<file path="config.mk">
export PLATFORM = sky130hd
export DESIGN_NAME = mem_arbiter
export DESIGN_NICKNAME = d
export VERILOG_FILES = /design/src/rtl/mem_arbiter.sv
export SDC_FILE = /design/constraint.sdc
export NUM_CORES = 1
export LEC_CHECK = 0
export ABC_AREA = 1
export BUFFER_PORTS_ARGS = -buffer_cell sky130_fd_sc_hd__buf_2
export CORE_MARGIN = 3
export CORE_UTILIZATION = 52
export CTS_BUF_LIST = sky130_fd_sc_hd__clkbuf_4 sky130_fd_sc_hd__clkbuf_8
export DETAILED_ROUTE_END_ITERATION = 8
export GPL_ROUTABILITY_DRIVEN = 0
export GPL_TIMING_DRIVEN = 0
export PLACE_DENSITY = 0.95
export SETUP_SLACK_MARGIN = 0.3
export SLEW_MARGIN = 10
export SYNTH_ARGS = -nofsm -noshare
export SYNTH_HDL_FRONTEND = slang
export SYNTH_SLANG_ARGS = --single-unit
</file>
<file path="constraint.sdc">
create_clock -name clk -period 7.7 [get_ports clk]
set_input_delay 1.155 -clock clk [delete_from_list [all_inputs] [get_ports clk]]
set_output_delay 1.155 -clock clk [all_outputs]
set_load 0.1 [all_outputs]
</file>
<file path="src/rtl/mem_arbiter.sv">
// mem_arbiter: shares one req/gnt/rvalid memory port between instruction fetch and
// the MEM stage. Define MEM_ARB_TIMEOUT_EN to add a response watchdog and sticky bus_err.
module mem_arbiter #(
  parameter int unsigned TIMEOUT_CYCLES = 64
) (
  input  logic        clk,
  input  logic        reset,
  input  logic        if_req,
  input  logic [31:0] PCF,
  output logic [31:0] RD_instr,
  output logic        if_ready,
  output logic        stall_if,
  input  logic        dm_req,
  input  logic        MemWriteM,
  input  logic [31:0] ALUResultM,
  input  logic [31:0] WriteDataM,
  input  logic [3:0]  byteEnable,
  output logic [31:0] RD_data,
  output logic        dm_ready,
  output logic        stall_dm,
  output logic        mem_req,
  output logic        mem_we,
  output logic [31:0] mem_addr,
  output logic [31:0] mem_wdata,
  output logic [3:0]  mem_be,
  input  logic        mem_gnt,
  input  logic        mem_rvalid,
  input  logic [31:0] mem_rdata,
  output logic        bus_err
);

  localparam logic [31:0] NOP = 32'h0000_0013;

  typedef enum logic [2:0] {IDLE, DREQ, DRSP, IREQ, IRSP} state_t;
  state_t state;

  // A requester being retired this cycle (ready high) is not eligible for arbitration.
  logic dm_go;
  logic if_go;
  assign dm_go    = dm_req & ~dm_ready;
  assign if_go    = if_req & ~if_ready;
  assign stall_dm = dm_req & ~dm_ready;
  assign stall_if = if_req & ~if_ready;

`ifdef MEM_ARB_TIMEOUT_EN
  localparam int unsigned CNT_W = $clog2(TIMEOUT_CYCLES + 1);
  logic [CNT_W-1:0] wd_cnt;
  logic             in_rsp;
  logic             timeout;
  assign in_rsp  = (state == DRSP) || (state == IRSP);
  assign timeout = in_rsp && !mem_rvalid && (wd_cnt == CNT_W'(TIMEOUT_CYCLES - 1));

  // Watchdog: cleared on entry to a response state, counts cycles without rvalid.
  always_ff @(posedge clk or posedge reset) begin
    if (reset) begin
      wd_cnt <= '0;
    end else if (((state == DREQ) || (state == IREQ)) && mem_gnt) begin
      wd_cnt <= '0;
    end else if (in_rsp && !mem_rvalid && !timeout) begin
      wd_cnt <= wd_cnt + CNT_W'(1);
    end
  end

  always_ff @(posedge clk or posedge reset) begin
    if (reset) begin
      bus_err <= 1'b0;
    end else if (timeout) begin
      bus_err <= 1'b1;
    end
  end
`else
  assign bus_err = 1'b0;
`endif

  // Arbitration FSM: one outstanding transaction, bus fields latched in IDLE only.
  always_ff @(posedge clk or posedge reset) begin
    if (reset) begin
      state     <= IDLE;
      mem_req   <= 1'b0;
      mem_we    <= 1'b0;
      mem_addr  <= '0;
      mem_wdata <= '0;
      mem_be    <= '0;
      RD_instr  <= NOP;
      RD_data   <= '0;
      if_ready  <= 1'b0;
      dm_ready  <= 1'b0;
    end else begin
      if_ready <= 1'b0;
      dm_ready <= 1'b0;
      case (state)
        IDLE: begin
          if (dm_go) begin
            state     <= DREQ;
            mem_req   <= 1'b1;
            mem_we    <= MemWriteM;
            mem_addr  <= ALUResultM;
            mem_wdata <= WriteDataM;
            mem_be    <= MemWriteM ? byteEnable : 4'hF;
          end else if (if_go) begin
            state    <= IREQ;
            mem_req  <= 1'b1;
            mem_we   <= 1'b0;
            mem_addr <= PCF;
            mem_be   <= 4'hF;
          end
        end
        DREQ: begin
          if (mem_gnt) begin
            state   <= DRSP;
            mem_req <= 1'b0;
          end
        end
        IREQ: begin
          if (mem_gnt) begin
            state   <= IRSP;
            mem_req <= 1'b0;
          end
        end
        DRSP: begin
          if (mem_rvalid) begin
            state    <= IDLE;
            dm_ready <= 1'b1;
            if (!mem_we) RD_data <= mem_rdata;
          end
`ifdef MEM_ARB_TIMEOUT_EN
          else if (timeout) begin
            state    <= IDLE;
            dm_ready <= 1'b1;
            if (!mem_we) RD_data <= '0;
          end
`endif
        end
        IRSP: begin
          if (mem_rvalid) begin
            state    <= IDLE;
            if_ready <= 1'b1;
            RD_instr <= mem_rdata;
          end
`ifdef MEM_ARB_TIMEOUT_EN
          else if (timeout) begin
            state    <= IDLE;
            if_ready <= 1'b1;
            RD_instr <= NOP;
          end
`endif
        end
        default: state <= IDLE;
      endcase
    end
  end

endmodule

</file>
==> Flow_metrics.wiki <==
{| class="wikitable"
! Metric !! Value
|-
| Endpoint of the most critical register-to-register path || mem_addr[0]
|-
| Number of CTS-inserted buffers || 17
|-
| DR iter-0 viols || 485
|-
| Achievable frequency || 0.275 GHz
|-
| Aggregate routed wire length || 17,800 µm
|-
| Number of global-route vias before repair || 5,745
|-
| Final total negative setup slack || 0 ns
|-
| Via count of the routed design || 5,720
|-
| Num Clock Sinks || 139
|-
| H-Tree Depth || 4
|-
| Top-area cell type share of the netlist area || 0.570
|-
| Worst r2r path cells || 7
|-
| Later-pin clock latency in the skew report || 0.42 ns
|-
| Flop-to-flop setup slack || 6.03 ns
|-
| Clk buf depth || 2
|-
| Reg-to-reg startpoint || dm_ready
|-
| Max FO, Critical Path || 10
|-
| Die height || 113 µm
|-
| Overall routing resource usage || 0.281
|-
| Relative area change from synthesis to final layout || 33.2%
|-
| Part of the Yosys area used for sequential elements || 0.583
|-
| Clock transition at path regs || 0.07 ns
|-
| Final worst-path cycle share || 0.472
|-
| Antenna Violating Nets Remaining || 0
|-
| Core ar. || 11,000 µm²
|-
| Initial core utilization || 0.542
|-
| Clock tree from TritonCTS || built
|-
| Worst slew slack as a fraction of its limit || 0.554
|-
| Die outline area || 12,800 µm²
|-
| Most frequent cells in the layout || 343 x nand2_1, 288 x buf_2, 136 x dfrtp_1
|-
| Capture point of the critical path || stall_dm
|-
| Diodes inserted || 0
|-
| Synth area leaders || dfrtp_1 57%, nand2_1 22%, o21ai_1 3.2%, nand3_1 3.0%, buf_6 2.8%
|-
| Data arrival time of the critical path || 2.48 ns
|-
| Final period demand of the worst path || 3.63 ns
|-
| Final count of negative-setup-slack endpoints || 0
|-
| Netlist cell types || 23
|-
| Endpoint class of the critical path || output port
|-
| Total iterations of the first detailed-routing run || 7
|-
| Post-synthesis average cell area || 8.66 µm²
|-
| Vias per cell || 5.02
|-
| Critical Path Source || dm_req
|-
| Type of the most critical hold path || flip-flop to flip-flop
|-
| Outcome || finished clean
|-
| Number of core rows || 38
|-
| Pin count of the biggest net entering global routing || 77
|-
| First-pass GRT wire length || 28,300 µm
|-
| Synthesized netlist net count || 829
|-
| Number of max-cap violations || 0
|-
| Setup fix buffers added after clock tree synthesis || 0
|-
| Required time at the endpoint of the critical path || 6.55 ns
|-
| Cell taking the most area after synthesis || dfrtp_1
|-
| Half-perimeter wire length of the detailed placement result || 13,600 µm
|-
| RSZ-0062 raised after global routing || false
|-
| Final number of hold-violating endpoints || 0
|-
| Total of cells resized after clock tree synthesis || 0
|-
| Number of nets in the layout || 1,125
|-
| Cell count after synthesis || 690
|-
| I/O pins || 278
|-
| Count of warnings emitted by yosys || 0
|-
| Final Skew || 0.0109 ns
|-
| Number of DRC violations after detailed routing || 0
|-
| Routed len/inst || 15.7 µm
|-
| Class of the most critical setup path || primary input to output port
|-
| Worst hold slack || 0.467 ns
|-
| Pins over their slew limit || 0
|-
| Number of synthesized register bits || 139
|-
| Slew at the pin closest to its max-slew limit || 0.670 ns
|-
| Hold-fix buffers at CTS || 0
|-
| Number of antenna violations at the first check in global routing || 0
|-
| Synth Cell Area || 5970 µm²
|-
| Clk Tree Root Cell || clkbuf_8
|-
| Fraction of final layout cells with drive strength greater than 1 || 0.380
|-
| Count of input and output buffers || 276
|-
| GRT Residual Overflow || 0
|-
| Die outline width || 113 µm
|-
| Most common cell after layout, fill and taps aside || nand2_1
|-
| Startpoint kind of the worst setup timing path || primary input
|}
worst min-delay path by stage:
stage / startpoint / endpoint / cells after the start
floorplan: state[1] / state[1] / 2
global placement: mem_wdata[29] / mem_wdata[29] / 2
detailed placement: mem_wdata[19] / mem_wdata[19] / 2
CTS: mem_addr[23] / mem_addr[23] / 2
global route: RD_instr[4] / RD_instr[4] / 2
finish: mem_addr[23] / mem_addr[23] / 2
logic make-up (layout without fill, tap and decap cells):
logic type      count (synthesis)  in the layout  share of synthesized area
flops                         139            139                      0.583
buf+inv                        85            394                     0.0792
simple gates                  395            395                      0.267
other cells                     1              1                   0.000628
compound gates                 70             70                     0.0708
flip-flops by register name, indices dropped and copies added, names as in the netlist:
| signal | flops |
|---|---|
| if_ready | 1 |
| mem_be | 4 |
| mem_req | 1 |
| mem_wdata | 32 |
| state | 3 |
| dm_ready | 1 |
| mem_addr | 32 |
| mem_we | 1 |
| RD_data | 32 |
| RD_instr | 32 |
per-stage QoR:
stage	utilization	cells	instance area (µm²)	worst slack [ns]
final	0.721	1139	7960	4.07
after global routing	0.721	1139	7960	3.99
after CTS	0.721	1139	7960	4.09
after detailed placement	0.686	1107	7560	4.09
after global placement	0.683	1106	7530	1.45
after floorplan	-	690	5970	2.83
cell type report:
type	instances	area [µm²]
inverter	48	185
tap	140	175
buffer	37	293
multi-input combinational	466	2020
sequential	139	3480
clock buffer	19	249
clock inverter	13	143
timing repair buffer	277	1410
fill	811	3080
critical path, cell delays in order:
cell	delay (ns)
buf_2	0.08
nand2_2	0.17
inv_2	0.17
buf_4	0.20
buf_2	0.23
buf_2	0.46
per-layer routing:
layer  wire length, µm  up-vias  part of all wire  global-route usage
li1                  -     2719                 -                   -
met1              6560     2688              0.37               0.329
met5                 0        -                 0                   0
met3              1480       33             0.083              0.0615
met2              9380      280              0.53               0.507
met4               418        0             0.023               0.100
synth_stat cells:
cell,instances
nor3_1,3
o21ai_1,38
nor2_4,2
o21ai_2,19
nor2_1,4
buf_2,12
o22ai_1,1
nand2_1,343
dfstp_2,3
nand4_1,1
clkbuf_1,2
buf_6,15
buf_4,7
inv_1,42
dfrtp_1,136
nand2_4,3
buf_1,1
nand3_1,36
o21ai_0,12
nor2_8,1
conb_1,1
inv_2,6
nand2_2,2
Power is not shown: default switching activity piles up to over one toggle a cycle in this logic, so the estimate is an artifact.
